`src/rtl/pipeline_hazard_controller_pkg.sv`:
```
// Shared definitions for the pipeline hazard controller: FSM encoding,
// default SRAM timeout and the register-match helper.
package pipeline_hazard_controller_pkg;

  localparam int unsigned DefaultTimeout = 31;
  localparam int unsigned RegW           = 4;

  typedef enum logic [1:0] {
    StRun  = 2'd0,
    StWait = 2'd1,
    StErr  = 2'd2
  } state_e;

  // A stage produces a value the ID instruction needs.
  function automatic logic reg_match(input logic            wb_en,
                                     input logic [RegW-1:0] dest,
                                     input logic [RegW-1:0] src);
    return wb_en && (dest == src);
  endfunction

endpackage

```
`src/rtl/pipeline_hazard_controller_if.sv`:
```
// Pipeline-side signal bundle for the hazard controller. The master is the
// pipeline (drives stage info and requests); the slave is the controller.
interface pipeline_hazard_controller_if
  import pipeline_hazard_controller_pkg::*;
#(
  parameter int unsigned CNT_W = 16
) ();

  logic [RegW-1:0]  src1;
  logic [RegW-1:0]  src2;
  logic             two_src;
  logic             ignore_hazard;
  logic [RegW-1:0]  exe_dest;
  logic             exe_wb_en;
  logic             exe_mem_read;
  logic [RegW-1:0]  mem_dest;
  logic             mem_wb_en;
  logic             forward_en;
  logic             branch_taken;
  logic             mem_req;
  logic             sram_ready;
  logic             stat_clear;

  logic             hazard;
  logic             freeze_if;
  logic             freeze_id;
  logic             freeze_exe;
  logic             freeze_mem;
  logic             flush_if_id;
  logic             flush_id_exe;
  logic             timeout_err;
  logic [CNT_W-1:0] stall_count;

  modport master (
    output src1, src2, two_src, ignore_hazard, exe_dest, exe_wb_en, exe_mem_read,
           mem_dest, mem_wb_en, forward_en, branch_taken, mem_req, sram_ready, stat_clear,
    input  hazard, freeze_if, freeze_id, freeze_exe, freeze_mem, flush_if_id,
           flush_id_exe, timeout_err, stall_count
  );

  modport slave (
    input  src1, src2, two_src, ignore_hazard, exe_dest, exe_wb_en, exe_mem_read,
           mem_dest, mem_wb_en, forward_en, branch_taken, mem_req, sram_ready, stat_clear,
    output hazard, freeze_if, freeze_id, freeze_exe, freeze_mem, flush_if_id,
           flush_id_exe, timeout_err, stall_count
  );

endinterface

```
`src/rtl/pipeline_hazard_controller_hazard_detect.sv`:
```
// Combinational RAW hazard detection between the ID stage and EXE/MEM.
module pipeline_hazard_controller_hazard_detect
  import pipeline_hazard_controller_pkg::*;
(
  input  logic [RegW-1:0] src1_i,
  input  logic [RegW-1:0] src2_i,
  input  logic            two_src_i,
  input  logic [RegW-1:0] exe_dest_i,
  input  logic            exe_wb_en_i,
  input  logic            exe_mem_read_i,
  input  logic [RegW-1:0] mem_dest_i,
  input  logic            mem_wb_en_i,
  input  logic            forward_en_i,
  output logic            raw_hz_o
);

  logic exe_hit;
  logic mem_hit;

  // With forwarding only a load in EXE still stalls (data not yet available).
  always_comb begin
    exe_hit  = reg_match(exe_wb_en_i, exe_dest_i, src1_i) ||
               (two_src_i && reg_match(exe_wb_en_i, exe_dest_i, src2_i));
    mem_hit  = reg_match(mem_wb_en_i, mem_dest_i, src1_i) ||
               (two_src_i && reg_match(mem_wb_en_i, mem_dest_i, src2_i));
    raw_hz_o = forward_en_i ? (exe_mem_read_i && exe_hit) : (exe_hit || mem_hit);
  end

endmodule

```
`src/rtl/pipeline_hazard_controller.sv`:
```
// Pipeline hazard controller: RAW stall, branch flush, SRAM wait/timeout FSM
// and a saturating stall-cycle counter.
module pipeline_hazard_controller
  import pipeline_hazard_controller_pkg::*;
#(
  parameter int unsigned TIMEOUT = DefaultTimeout,
  parameter int unsigned CNT_W   = 16
) (
  input logic                          clk,
  input logic                          rst,
  pipeline_hazard_controller_if.slave  bus
);

  localparam int unsigned WaitW = (TIMEOUT < 1) ? 1 : $clog2(TIMEOUT + 1);

  state_e           state_q, state_d;
  logic [WaitW-1:0] wait_cnt_q, wait_cnt_d;
  logic [CNT_W-1:0] stall_count_q, stall_count_d;
  logic             raw_hz;
  logic             mem_stall;
  logic             hazard;
  logic             freeze_if;

  pipeline_hazard_controller_hazard_detect hazard_detect (
    .src1_i         (bus.src1),
    .src2_i         (bus.src2),
    .two_src_i      (bus.two_src),
    .exe_dest_i     (bus.exe_dest),
    .exe_wb_en_i    (bus.exe_wb_en),
    .exe_mem_read_i (bus.exe_mem_read),
    .mem_dest_i     (bus.mem_dest),
    .mem_wb_en_i    (bus.mem_wb_en),
    .forward_en_i   (bus.forward_en),
    .raw_hz_o       (raw_hz)
  );

  // SRAM wait FSM next state; wait_cnt holds at TIMEOUT in ERR so it never wraps.
  always_comb begin
    state_d    = state_q;
    wait_cnt_d = wait_cnt_q;
    unique case (state_q)
      StRun: begin
        if (bus.mem_req && !bus.sram_ready) begin
          state_d    = StWait;
          wait_cnt_d = WaitW'(1);
        end
      end
      StWait: begin
        if (bus.sram_ready) begin
          state_d    = StRun;
          wait_cnt_d = '0;
        end else if (wait_cnt_q == WaitW'(TIMEOUT)) begin
          state_d = StErr;
        end else begin
          wait_cnt_d = wait_cnt_q + WaitW'(1);
        end
      end
      StErr: ;
      default: begin
        state_d    = StRun;
        wait_cnt_d = '0;
      end
    endcase
  end

  // Stall and flush outputs; everything is forced quiet while reset is held
  // except hazard, which stays a pure function of its inputs.
  always_comb begin
    mem_stall = rst && ((state_q == StErr) || (bus.mem_req && !bus.sram_ready));
    hazard    = raw_hz && !bus.ignore_hazard && !bus.branch_taken && !mem_stall;
    freeze_if = rst && (hazard || mem_stall);

    bus.hazard       = hazard;
    bus.freeze_if    = freeze_if;
    bus.freeze_id    = mem_stall;
    bus.freeze_exe   = mem_stall;
    bus.freeze_mem   = mem_stall;
    // A branch held in frozen EXE flushes in the cycle the stall releases.
    bus.flush_if_id  = rst && bus.branch_taken && !mem_stall;
    bus.flush_id_exe = rst && bus.branch_taken && !mem_stall;
    bus.timeout_err  = (state_q == StErr);
    bus.stall_count  = stall_count_q;
  end

  // Saturating stall counter; clear wins over increment.
  always_comb begin
    stall_count_d = stall_count_q;
    if (bus.stat_clear) begin
      stall_count_d = '0;
    end else if (freeze_if && (stall_count_q != {CNT_W{1'b1}})) begin
      stall_count_d = stall_count_q + CNT_W'(1);
    end
  end

  // State, wait counter and stall counter registers.
  always_ff @(posedge clk or negedge rst) begin
    if (!rst) begin
      state_q       <= StRun;
      wait_cnt_q    <= '0;
      stall_count_q <= '0;
    end else begin
      state_q       <= state_d;
      wait_cnt_q    <= wait_cnt_d;
      stall_count_q <= stall_count_d;
    end
  end

endmodule

```
`src/flat_wrapper.sv`:
```
// flat-port wrapper written by rule: the top's interface ports become plain ports
module pipeline_hazard_controller_flat import pipeline_hazard_controller_pkg::*;
#(
  parameter int unsigned TIMEOUT = DefaultTimeout,
  parameter int unsigned CNT_W   = 16
)
  (clk, rst, bus_src1, bus_src2, bus_two_src, bus_ignore_hazard, bus_exe_dest, bus_exe_wb_en, bus_exe_mem_read, bus_mem_dest, bus_mem_wb_en, bus_forward_en, bus_branch_taken, bus_mem_req, bus_sram_ready, bus_stat_clear, bus_hazard, bus_freeze_if, bus_freeze_id, bus_freeze_exe, bus_freeze_mem, bus_flush_if_id, bus_flush_id_exe, bus_timeout_err, bus_stall_count);
  pipeline_hazard_controller_if #(.CNT_W(CNT_W)) bus_i ();
  input logic clk;
  input logic rst;
  input wire logic [$bits(bus_i.src1)-1:0] bus_src1;
  input wire logic [$bits(bus_i.src2)-1:0] bus_src2;
  input wire logic [$bits(bus_i.two_src)-1:0] bus_two_src;
  input wire logic [$bits(bus_i.ignore_hazard)-1:0] bus_ignore_hazard;
  input wire logic [$bits(bus_i.exe_dest)-1:0] bus_exe_dest;
  input wire logic [$bits(bus_i.exe_wb_en)-1:0] bus_exe_wb_en;
  input wire logic [$bits(bus_i.exe_mem_read)-1:0] bus_exe_mem_read;
  input wire logic [$bits(bus_i.mem_dest)-1:0] bus_mem_dest;
  input wire logic [$bits(bus_i.mem_wb_en)-1:0] bus_mem_wb_en;
  input wire logic [$bits(bus_i.forward_en)-1:0] bus_forward_en;
  input wire logic [$bits(bus_i.branch_taken)-1:0] bus_branch_taken;
  input wire logic [$bits(bus_i.mem_req)-1:0] bus_mem_req;
  input wire logic [$bits(bus_i.sram_ready)-1:0] bus_sram_ready;
  input wire logic [$bits(bus_i.stat_clear)-1:0] bus_stat_clear;
  output wire logic [$bits(bus_i.hazard)-1:0] bus_hazard;
  output wire logic [$bits(bus_i.freeze_if)-1:0] bus_freeze_if;
  output wire logic [$bits(bus_i.freeze_id)-1:0] bus_freeze_id;
  output wire logic [$bits(bus_i.freeze_exe)-1:0] bus_freeze_exe;
  output wire logic [$bits(bus_i.freeze_mem)-1:0] bus_freeze_mem;
  output wire logic [$bits(bus_i.flush_if_id)-1:0] bus_flush_if_id;
  output wire logic [$bits(bus_i.flush_id_exe)-1:0] bus_flush_id_exe;
  output wire logic [$bits(bus_i.timeout_err)-1:0] bus_timeout_err;
  output wire logic [$bits(bus_i.stall_count)-1:0] bus_stall_count;
  assign bus_i.src1 = bus_src1;
  assign bus_i.src2 = bus_src2;
  assign bus_i.two_src = bus_two_src;
  assign bus_i.ignore_hazard = bus_ignore_hazard;
  assign bus_i.exe_dest = bus_exe_dest;
  assign bus_i.exe_wb_en = bus_exe_wb_en;
  assign bus_i.exe_mem_read = bus_exe_mem_read;
  assign bus_i.mem_dest = bus_mem_dest;
  assign bus_i.mem_wb_en = bus_mem_wb_en;
  assign bus_i.forward_en = bus_forward_en;
  assign bus_i.branch_taken = bus_branch_taken;
  assign bus_i.mem_req = bus_mem_req;
  assign bus_i.sram_ready = bus_sram_ready;
  assign bus_i.stat_clear = bus_stat_clear;
  assign bus_hazard = bus_i.hazard;
  assign bus_freeze_if = bus_i.freeze_if;
  assign bus_freeze_id = bus_i.freeze_id;
  assign bus_freeze_exe = bus_i.freeze_exe;
  assign bus_freeze_mem = bus_i.freeze_mem;
  assign bus_flush_if_id = bus_i.flush_if_id;
  assign bus_flush_id_exe = bus_i.flush_id_exe;
  assign bus_timeout_err = bus_i.timeout_err;
  assign bus_stall_count = bus_i.stall_count;
  pipeline_hazard_controller #(.TIMEOUT(TIMEOUT), .CNT_W(CNT_W)) u_core (.clk(clk), .rst(rst), .bus(bus_i));
endmodule
```
`config.mk`:
```
export PLATFORM = sky130hd
export DESIGN_NAME = pipeline_hazard_controller_flat
export DESIGN_NICKNAME = d
export VERILOG_FILES = /design/src/rtl/pipeline_hazard_controller_pkg.sv /design/src/rtl/pipeline_hazard_controller_if.sv /design/src/rtl/pipeline_hazard_controller_hazard_detect.sv /design/src/rtl/pipeline_hazard_controller.sv /design/src/flat_wrapper.sv
export SDC_FILE = /design/constraint.sdc
export NUM_CORES = 1
export LEC_CHECK = 0
export CAP_MARGIN = 10
export CORE_MARGIN = 2
export CORE_UTILIZATION = 42
export CTS_BUF_LIST = sky130_fd_sc_hd__clkbuf_8 sky130_fd_sc_hd__clkbuf_16
export CTS_CLUSTER_DIAMETER = 100
export CTS_CLUSTER_SIZE = 16
export DETAILED_ROUTE_END_ITERATION = 8
export PLACE_DENSITY = 0.75
export SETUP_SLACK_MARGIN = 0.4
export SLEW_MARGIN = 20
export SYNTH_ARGS = -nofsm -noshare
export SYNTH_HDL_FRONTEND = slang
export SYNTH_SLANG_ARGS = --single-unit
export TNS_END_PERCENT = 30
```
`constraint.sdc`:
```
create_clock -name clk -period 1.9 [get_ports clk]
set_clock_uncertainty 0.1 [all_clocks]
set_input_delay 0.38 -clock clk [delete_from_list [all_inputs] [get_ports clk]]
set_output_delay 0.38 -clock clk [all_outputs]
set_load 0.05 [all_outputs]
```
==> reports/results.tsv <==
stage	metric	value	unit
worst_setup_path	ff2ff_setup_slack	-0.16	ns
clocking	ctsHoldBuffers	0	
power_and_ir_drop	power_density	401	mW/mm²
placement	place_ws	-0.681	ns
power_and_ir_drop	ir_drop	0.362	mV
worst_setup_path	r2r_start	u_core.bus.stall_count[1]	
final_layout	diodes	0	
worst_setup_path	r2r-end	u_core.bus.stall_count[6]	
sta	slew_headroom	0.729	
detailed_routing	drc	0	
worst_setup_path	crit_type	in -> out	
detailed_routing	avgRoutedWirePerCell	20.0	µm
status	violations	setup timing	
sta	finalWorstSetupSlack	-0.194	ns
detailed_routing	via_per_inst	5.81	
clocking	cts_root_buf	clkbuf_8	
clocking	clock_latency	0.27	ns
worst_setup_path	worstPathMaxFanout	2	
clocking	clock_path_buffers	2	
clocking	htree_levels	1	
floorplan	io_pins	52	
yosys	synthArstFlopShare	1.00	
floorplan	fp.dieW	66.6	µm
global_route	grtUsageTotal	0.242	
flow_run	drv_cap	0	
yosys	synthFlopType	dfrtp_1	
placement	dp_hpwl	3.39	mm
yosys	yosysSeqAreaShare	0.350	
detailed_routing	drt_iter0_drc	139	
hold_path	hp-class	in -> async	
floorplan	start_util	0.442	
yosys	synth_nets	216	
clocking	cts_sinks	23	
sta	hold_viol_final	0	
floorplan	die_h	66.6	µm
sta	min_period	2.09	ns
yosys	synth_warnings	0	
detailed_routing	met1_length	2.41	mm
final_layout	final_util	0.839	
worst_setup_path	r2r_cells	8	
yosys	synth_top_area_frac	0.350	
sta	totalNegativeSetupSlack	-1.65	ns
yosys	synth_edf_count	0	
yosys	synth_cells	185	
final_layout	nets	307	
yosys	synthTopCellsByCount	dfrtp_1 (23), nand2_1 (17), xnor2_1 (17)	
detailed_routing	drtAntennaViolNets	0	
global_route	antenna_found_initial	0	
global_route	grt_max_degree	24	
final_layout	fill_cells	192	
yosys	syn_area_per_cell	8.89	µm²
floorplan	core_area	0.00372	mm²
yosys	syn_area	0.00164	mm²
yosys	synth_area_leaders	dfrtp_1 (35%), xnor2_1 (9.1%), mux2_2 (4.8%), o31ai_1 (4.1%), or4_1 (4.1%)	
yosys	synth_cell_types	39	
worst_setup_path	arrival	1.61	ns
yosys	synth.most_common_cell	dfrtp_1	
sta	fmax	478	MHz
clocking	clk_pin_slew	0.10	ns
global_route	overflow	0	
detailed_routing	top_layer_used	met4	
clocking	cts_tree	built	
floorplan	row_count	22	
floorplan	die_area	0.00443	mm²
power_and_ir_drop	p_leak	1.28	nW
detailed_routing	wl_met3	390	µm
detailed_routing	first_pass_iters	4	
global_route	grt_pass1_vias	1737	
worst_setup_path	cp.required	1.42	ns
sta	worst_slew_pin_slew	0.403	ns
yosys	synth_top_cell_by_area	dfrtp_1	
sta	finalMaxSlewViolations	0	
placement	routabilityCongestion	0.772	
sta	rsz0062_at_grt	yes	
final_layout	syn_to_final_growth	89.6	%
detailed_routing	wl	6.44	mm
worst_setup_path	cp-end-kind	primary output	
worst_setup_path	critPathLaunchType	input port	
sta	post-route-period-util	1.10	
placement	port_buffers	51	
clocking	numCtsBuffers	3	
final_layout	layout-drive-gt1-share	0.655	
status	outcome	complete, but fails checks	
sta	setup_viol	16	
global_route	grt_pass1_wl	8.16	mm
detailed_routing	num_vias	1877	
detailed_routing	wl_met2	3.40	mm
yosys	synth-seq-cells	23	
-- critical path, stage by stage --
cell,delay [ns]
buf_2,0.13
xnor2_2,0.23
nand3_2,0.13
o22ai_2,0.22
o21ai_2,0.10
buf_6,0.13
a21oi_4,0.13
buf_12,0.15
-- repair_timing --
action | CTS | global route
endpoints found under the setup margin | 38 | 41
gates resized for setup | 149 | 51
cloned | 0 | 1
pin swaps | 31 | 17
setup buffers | 7 | 0
-- state kept, by name, summed over array words and instances, names as in the netlist --
register                count
u_core.state_q              2
u_core.wait_cnt_q           5
u_core.bus.stall_count     16
-- routing by layer --
layer	vias up	track usage
met1	927	0.305
met2	78	0.433
met5	-	0
li1	850	-
met4	0	0.0714
met3	22	0.0253
-- cell type report --
cell class,instances,area (µm²),area share
Sequential cell,23,589,0.189
Multi-Input combinational cell,147,1410,0.453
Inverter,4,15.0,0.00482
Timing Repair Buffer,97,993,0.319
Clock buffer,3,41.3,0.0132
Tap cell,48,60.1,0.0193
Clock inverter,1,7.51,0.00241
-- worst max path at each step --
| stage | startpoint | endpoint | depth (start not counted) |
|---|---|---|---|
| 2_1_floorplan | u_core.bus.stall_count[0] | u_core.bus.stall_count[15] | 5 |
| 3_5_place_dp | bus_exe_dest[1] | u_core.bus.stall_count[5] | 9 |
| 4_1_cts | bus_src2[1] | bus_freeze_if | 8 |
| 5_1_grt | bus_mem_dest[2] | bus_freeze_if | 8 |
| 6_report | bus_mem_dest[2] | bus_freeze_if | 8 |
| 3_3_place_gp | bus_src2[1] | u_core.bus.stall_count[5] | 9 |
-- power breakdown --
part	internal (mW)	leakage, nW	switching (mW)
Sequential	0.500	0.298	0.0117
Clock	0.149	0.0217	0.174
Combinational	0.210	0.964	0.207
Total	0.859	1.28	0.392
-- cell families after synthesis --
group                      share of synthesized area
AOI/OAI and AO/OA                              0.141
xor gates and xnor gates                      0.0959
adders and majority gates                     0.0228
muxes                                         0.0662
buffers and inverters                         0.0479
and+or+nand+nor                                0.276
DFF                                            0.350
-- placed cells by master (no fill, tap or decap), types with 2 or more instances in the layout --
cell and instances:
nor4_4 2, ha_4 2, mux2_4 6, a21oi_2 8, buf_8 9, a2111oi_4 2
nand4_1 4, nor2_4 4, dlygate4sd2_1 3, mux2i_1 3, dfrtp_2 11, clkbuf_8 3
inv_1 2, xnor2_2 12, clkdlybuf4s50_1 2, buf_12 10, dfrtp_1 12, nor2b_4 3
o31ai_1 9, xnor2_1 4, buf_4 41, or4_1 2, buf_6 18, o21ai_2 2
and3_4 2, nand2_1 16, nor2b_1 6, nor2_1 10, a21oi_1 3, inv_2 2
o21ai_1 5, nand3_2 4, o22ai_2 2, buf_2 10, nand3_1 5, nor3_2 2
or4_4 7, nand2b_1 2
-- through the flow --
step | hold slack, ns | std cells | area [µm²] | power (mW)
6_report | 0.0907 | 323 | 3120 | 1.25
4_1_cts | 0.257 | 322 | 2890 | 1.19
5_1_grt | 0.120 | 323 | 3120 | 1.30
3_3_place_gp | 0.368 | 311 | 2610 | 0.829
3_5_place_dp | 0.393 | 311 | 2610 | 0.836
2_1_floorplan | -0.0156 | 185 | 1760 | 0.671
Note: power is estimated with default switching activity, not from simulation.
